### src/rtl/pipe_sched_pkg.sv
// pipe_sched_pkg: shared defaults, tag type and golden arithmetic for pipe_sched.
// Contents: DEF_N / DEF_NREQ / DEF_LAT defaults, tag_t {valid, idx}, ref_f().
// ref_f is the reference for the external pipeline: ((a+b)+(c-d))*d mod 2^N.
package pipe_sched_pkg;

  localparam int DEF_N    = 10;
  localparam int DEF_NREQ = 4;
  localparam int DEF_LAT  = 3;
  localparam int TAG_IW   = $clog2(DEF_NREQ);

  // One slot of the tag pipe: which requester owns the result in that slot.
  typedef struct packed {
    logic              valid;
    logic [TAG_IW-1:0] idx;
  } tag_t;

  function automatic logic [DEF_N-1:0] ref_f(input logic [DEF_N-1:0] a,
                                             input logic [DEF_N-1:0] b,
                                             input logic [DEF_N-1:0] c,
                                             input logic [DEF_N-1:0] d);
    logic [DEF_N-1:0] s;
    s = (a + b) + (c - d);
    return s * d;
  endfunction

endpackage

### src/rtl/pipe_sched_rr_arb.sv
// rr_arb: NREQ-wide round-robin arbiter; search starts at ptr and wraps.
// Ports: clk, rst_n (sync, active-low), req, en in; one-hot gnt, gnt_idx out.
// gnt is combinational; ptr advances past the winner on every grant, else holds.
module rr_arb
  import pipe_sched_pkg::*;
#(
  parameter  int NREQ = DEF_NREQ,
  localparam int IW   = $clog2(NREQ)
) (
  input  logic            clk,
  input  logic            rst_n,
  input  logic [NREQ-1:0] req,
  input  logic            en,
  output logic [NREQ-1:0] gnt,
  output logic [IW-1:0]   gnt_idx
);

  logic [IW-1:0] ptr;
  logic          found;
  int            cand;

  always_comb begin
    gnt     = '0;
    gnt_idx = '0;
    found   = 1'b0;
    cand    = 0;
    for (int k = 0; k < NREQ; k++) begin
      cand = int'(ptr) + k;
      if (cand >= NREQ) cand = cand - NREQ;
      if (en && !found && req[cand]) begin
        found     = 1'b1;
        gnt[cand] = 1'b1;
        gnt_idx   = IW'(cand);
      end
    end
  end

  // A grant always completes a transfer (grant implies request), so the
  // pointer moves exactly on handshakes.
  always_ff @(posedge clk) begin
    if (!rst_n) begin
      ptr <= '0;
    end else if (found) begin
      ptr <= (gnt_idx == IW'(NREQ - 1)) ? '0 : gnt_idx + 1'b1;
    end
  end

endmodule

### src/rtl/pipe_sched.sv
// pipe_sched: shares one fixed-latency pipeline (LAT regs) among NREQ requesters.
// Ports: req_valid/req_ready + req_a..d in; pipe_a..d out, pipe_f in;
//        rsp_valid (one-hot pulse) / rsp_data out; inflight, busy status.
module pipe_sched
  import pipe_sched_pkg::*;
#(
  parameter  int N    = DEF_N,
  parameter  int NREQ = DEF_NREQ,
  parameter  int LAT  = DEF_LAT,
  localparam int IW   = $clog2(NREQ),
  localparam int CW   = $clog2(LAT + 2)
) (
  input  logic            clk,
  input  logic            rst_n,
  input  logic            issue_en,
  input  logic [NREQ-1:0] req_valid,
  output logic [NREQ-1:0] req_ready,
  input  logic [NREQ*N-1:0] req_a,
  input  logic [NREQ*N-1:0] req_b,
  input  logic [NREQ*N-1:0] req_c,
  input  logic [NREQ*N-1:0] req_d,
  output logic [N-1:0]    pipe_a,
  output logic [N-1:0]    pipe_b,
  output logic [N-1:0]    pipe_c,
  output logic [N-1:0]    pipe_d,
  input  logic [N-1:0]    pipe_f,
  output logic [NREQ-1:0] rsp_valid,
  output logic [N-1:0]    rsp_data,
  output logic [CW-1:0]   inflight,
  output logic            busy
);

  logic [NREQ-1:0] gnt;
  logic [IW-1:0]   gnt_idx;
  logic            xfer;
  tag_t            tags [LAT+1];
  tag_t            tail;

  // Gating en with rst_n keeps req_ready low while reset is asserted.
  rr_arb #(.NREQ(NREQ)) u_arb (
    .clk     (clk),
    .rst_n   (rst_n),
    .req     (req_valid),
    .en      (issue_en & rst_n),
    .gnt     (gnt),
    .gnt_idx (gnt_idx)
  );

  assign req_ready = gnt;
  assign xfer      = |(gnt & req_valid);

  always_ff @(posedge clk) begin
    if (!rst_n) begin
      pipe_a <= '0;
      pipe_b <= '0;
      pipe_c <= '0;
      pipe_d <= '0;
    end else if (xfer) begin
      pipe_a <= req_a[gnt_idx*N +: N];
      pipe_b <= req_b[gnt_idx*N +: N];
      pipe_c <= req_c[gnt_idx*N +: N];
      pipe_d <= req_d[gnt_idx*N +: N];
    end
  end

  // LAT+1 tag slots: one for the issue register plus one per pipeline stage,
  // so the tail lines up with the cycle pipe_f carries that result.
  always_ff @(posedge clk) begin
    if (!rst_n) begin
      for (int k = 0; k <= LAT; k++) tags[k] <= '0;
    end else begin
      tags[0] <= '{valid: xfer, idx: gnt_idx};
      for (int k = 1; k <= LAT; k++) tags[k] <= tags[k-1];
    end
  end

  assign tail      = tags[LAT];
  assign rsp_valid = (tail.valid && rst_n) ? (NREQ'(1) << tail.idx) : '0;
  assign rsp_data  = pipe_f;

  always_ff @(posedge clk) begin
    if (!rst_n) begin
      inflight <= '0;
    end else begin
      case ({xfer, tail.valid})
        2'b10:   inflight <= inflight + 1'b1;
        2'b01:   inflight <= inflight - 1'b1;
        default: inflight <= inflight;
      endcase
    end
  end

  assign busy = rst_n && (inflight != '0);

endmodule

### config.mk
export PLATFORM = sky130hd
export DESIGN_NAME = pipe_sched
export DESIGN_NICKNAME = d
export VERILOG_FILES = /design/src/rtl/pipe_sched_pkg.sv /design/src/rtl/pipe_sched_rr_arb.sv /design/src/rtl/pipe_sched.sv
export SDC_FILE = /design/constraint.sdc
export NUM_CORES = 1
export LEC_CHECK = 0
export CELL_PAD_IN_SITES_DETAIL_PLACEMENT = 1
export CELL_PAD_IN_SITES_GLOBAL_PLACEMENT = 1
export CORE_UTILIZATION = 26
export DETAILED_ROUTE_END_ITERATION = 6
export GPL_TIMING_DRIVEN = 1
export HOLD_SLACK_MARGIN = 0.08
export PLACE_DENSITY_LB_ADDON = 0.2
export SKIP_CTS_REPAIR_TIMING = 1
export SLEW_MARGIN = 40
export SYNTH_ARGS = -nofsm -noshare
export SYNTH_HDL_FRONTEND = slang
export SYNTH_SLANG_ARGS = --single-unit
### constraint.sdc
create_clock -name clk -period 5.6 [get_ports clk]
set_input_delay 1.4 -clock clk [delete_from_list [all_inputs] [get_ports clk]]
set_output_delay 1.4 -clock clk [all_outputs]
set_load 0.02 [all_outputs]
==> metrics <==
Critical Path AT=3.99 ns; Routed wire per std cell=18.90 um; ratio of cells with drive above 1 in the final layout=15.49%; via/cell ratio=4.969; Gate power share=50.6%; main flop type after synthesis=dfxtp_1; cell internal pwr=1.439 mW; Tcrit/Tclk final=96.28%; drt pass-1 iters=4; total chip power=2.212 mW; Psw=773.0 uW; Setup Skew=0.004011 ns; I/O Pins=239; P_leak=2.228 nW; power per standard cell area=361.1 mW/mm2; cell repeated most along the worst path=clkdlybuf4s50_1; clock transition at the registers of the reported paths=0.05 ns; area leader, netlist=dfxtp_1; Worst Setup End Kind=output pin; critical path type=input port to output pin; mapped cell area=0.003530 mm2; setup violators final=0; Synth area leaders=dfxtp_1, mux4_2, a22o_1; H-tree depth=3; Slew @ Worst Pin=0.5047 ns; Clock Sinks=57; Num CTS Buffers=9; min Tclk post-route=5.391 ns; total congestion overflow=0; # DRC=0; DR vias=3414; # rows=42; Final Hold Vio Count=0; Sw Ratio=34.95%; top post-synthesis cells by count=dfxtp_1, mux4_2, a22o_1, nor2_1; number of global-route vias before repair=3568; Max Clk Rate=185.5 MHz; Worst EP required=4.20 ns; Flop pwr share=26.4%; max incr delay on CP=0.67 ns; ys async rst share=0%; Post-DP HPWL=10.01 mm; Routed WL=12.99 mm; Hold WC Path Type=flip-flop to flip-flop; family with the most delay on the worst path=buffers and inverters; synthesized instance count=302; Initial Utilization=26.65%; Clock Root Buffer=clkbuf_16; Final ANT Viol Nets=0; Total Nets Final=693; top cell type's share of synthesized area=32.33%; first-pass GRT wire length=20.09 mm; die span in x=118.5 um; TritonCTS clock tree=built; final setup TNS=0 ns; number of flops mapped to enable cells by yosys=0; MaxCap Viol Count=0; CORE AREA=0.01324 mm2; synth warn=0; Max clock buf depth=2; initial drt markers=90; Port-buffer cells=218; layout overhead on the synthesized area=73.56%; Slew Viols, Final=0; most common cell in the netlist=dfxtp_1; worst path bufs/invs=2; CP Launch Type=input port; All-Layer GR Usage=18.49%; Mapped Nets=489; die area=0.01405 mm2; die height=118.5 um; CP max FO=15; synthesized area per cell=11.69 um2; register bit count reported by yosys=57; pin count of the biggest net entering global routing=42; initial antenna violation count=1; RSZ-0062 raised after global routing=false; clk_lat worst skew=0.31 ns; GP Congestion=0.9091; Clock power frac=23.0%; Worst slew margin=66.25%; Seq/Total Area, Yosys=32.33%; worst path cell trace=clkdlybuf4s50_1 -> mux4_2 -> nor2b_1 -> a32o_1 -> a221o_1 -> clkdlybuf4s50_1; CP max-delay cell=clkdlybuf4s50_1; status=finished clean; Peak VDD IR=154.2 uV; synth unique cells=48
registers in the layout (all words and copies together), names as in the netlist, named ones only:
register / count
pipe_b: 10
u_arb.ptr: 1
pipe_a: 10
pipe_d: 10
pipe_c: 10
tags: 12
inflight: 3
cell usage in the layout (no fill, tap or decap), types with 4 or more instances in the layout:
cell type and instances:
and2_1 10, nor3_1 7, a21oi_1 4, nand3_1 5
nor2_1 16, mux2i_1 5, ha_1 9, a22o_1 41
buf_4 11, nor2b_1 5, clkdlybuf4s50_1 218, nand2_1 6
clkbuf_16 9, inv_1 9, dfxtp_1 57, mux4_2 43
worst paths after layout:
path,startpoint,to,slack [ns],depth (start not counted)
min reg2reg,tags[2][0]$_SDFF_PN0_,tags[3][0]$_SDFF_PN0_,0.43,1
max reg2reg,u_arb.ptr[1]$_SDFFE_PN0P_,inflight[2]$_SDFFE_PN0P_,1.18,15
min,tags[2][0]$_SDFF_PN0_,tags[3][0]$_SDFF_PN0_,0.43,1
max,req_valid[3],req_ready[3],0.21,6
layer usage:
layer	GRT usage (%)	wire, um	vias to the layer above
met5	0	0	-
met4	6.487	346	0
met3	5.454	965	21
met2	32.21	6443	157
met1	21.49	5232	1643
li1	-	-	1593
cell type report:
| type | count | area, um2 |
|---|---|---|
| Timing Repair Buffer | 229 | 2265 |
| Sequential cell | 57 | 1141 |
| Multi-Input combinational cell | 198 | 2175 |
| Tap cell | 176 | 220.2 |
| Clock inverter | 3 | 15.01 |
| Clock buffer | 12 | 266.5 |
| Antenna cell | 1 | 2.502 |
| Fill cell | 1426 | 7117 |
| Inverter | 11 | 41.29 |
stage by stage:
step	worst slack [ns]	cell area, um2	hold slack, ns	cells	util, %
6_report	0.2085	6126	0.4260	687	46.26
5_1_grt	0.1054	6126	0.4373	687	46.26
2_1_floorplan	0.9907	3530	0.4119	302	-
4_1_cts	0.2337	6123	0.4282	686	46.24
3_3_place_gp	0.2612	5842	0.4139	671	44.11
3_5_place_dp	0.1909	5842	0.4210	671	44.11
logic make-up after synthesis:
logic type      share of synthesized area [%]
compound gates                          16.41
simple gates                            9.394
flops                                   32.33
mux                                     29.81
buf+inv                                 7.302
fa+ha+maj                               3.758
xor+xnor                               0.9927
power groups by stage:
stage / Combinational (mW) / Clock [mW] / Sequential (mW)
5_1_grt: 1.20 / 0.547 / 0.598
6_report: 1.12 / 0.508 / 0.583
4_1_cts: 1.14 / 0.527 / 0.584
3_5_place_dp: 1.13 / 0 / 0.590
2_1_floorplan: 0.539 / 0 / 0.711
3_3_place_gp: 1.13 / 0 / 0.583
worst reg2reg max path: stages (launching register included):
cell and delay, ns:
dfxtp_1 0.32, buf_4 0.19, inv_1 0.18, ha_1 0.61
mux4_2 0.61, nor4b_1 0.17, a41o_1 0.22, a221o_1 0.31
or3_2 0.45, inv_2 0.06, ha_1 0.18, inv_1 0.06
fa_1 0.38, xor2_1 0.17, or3_1 0.31, a21oi_1 0.15
Power figures use the tool's default switching activity.
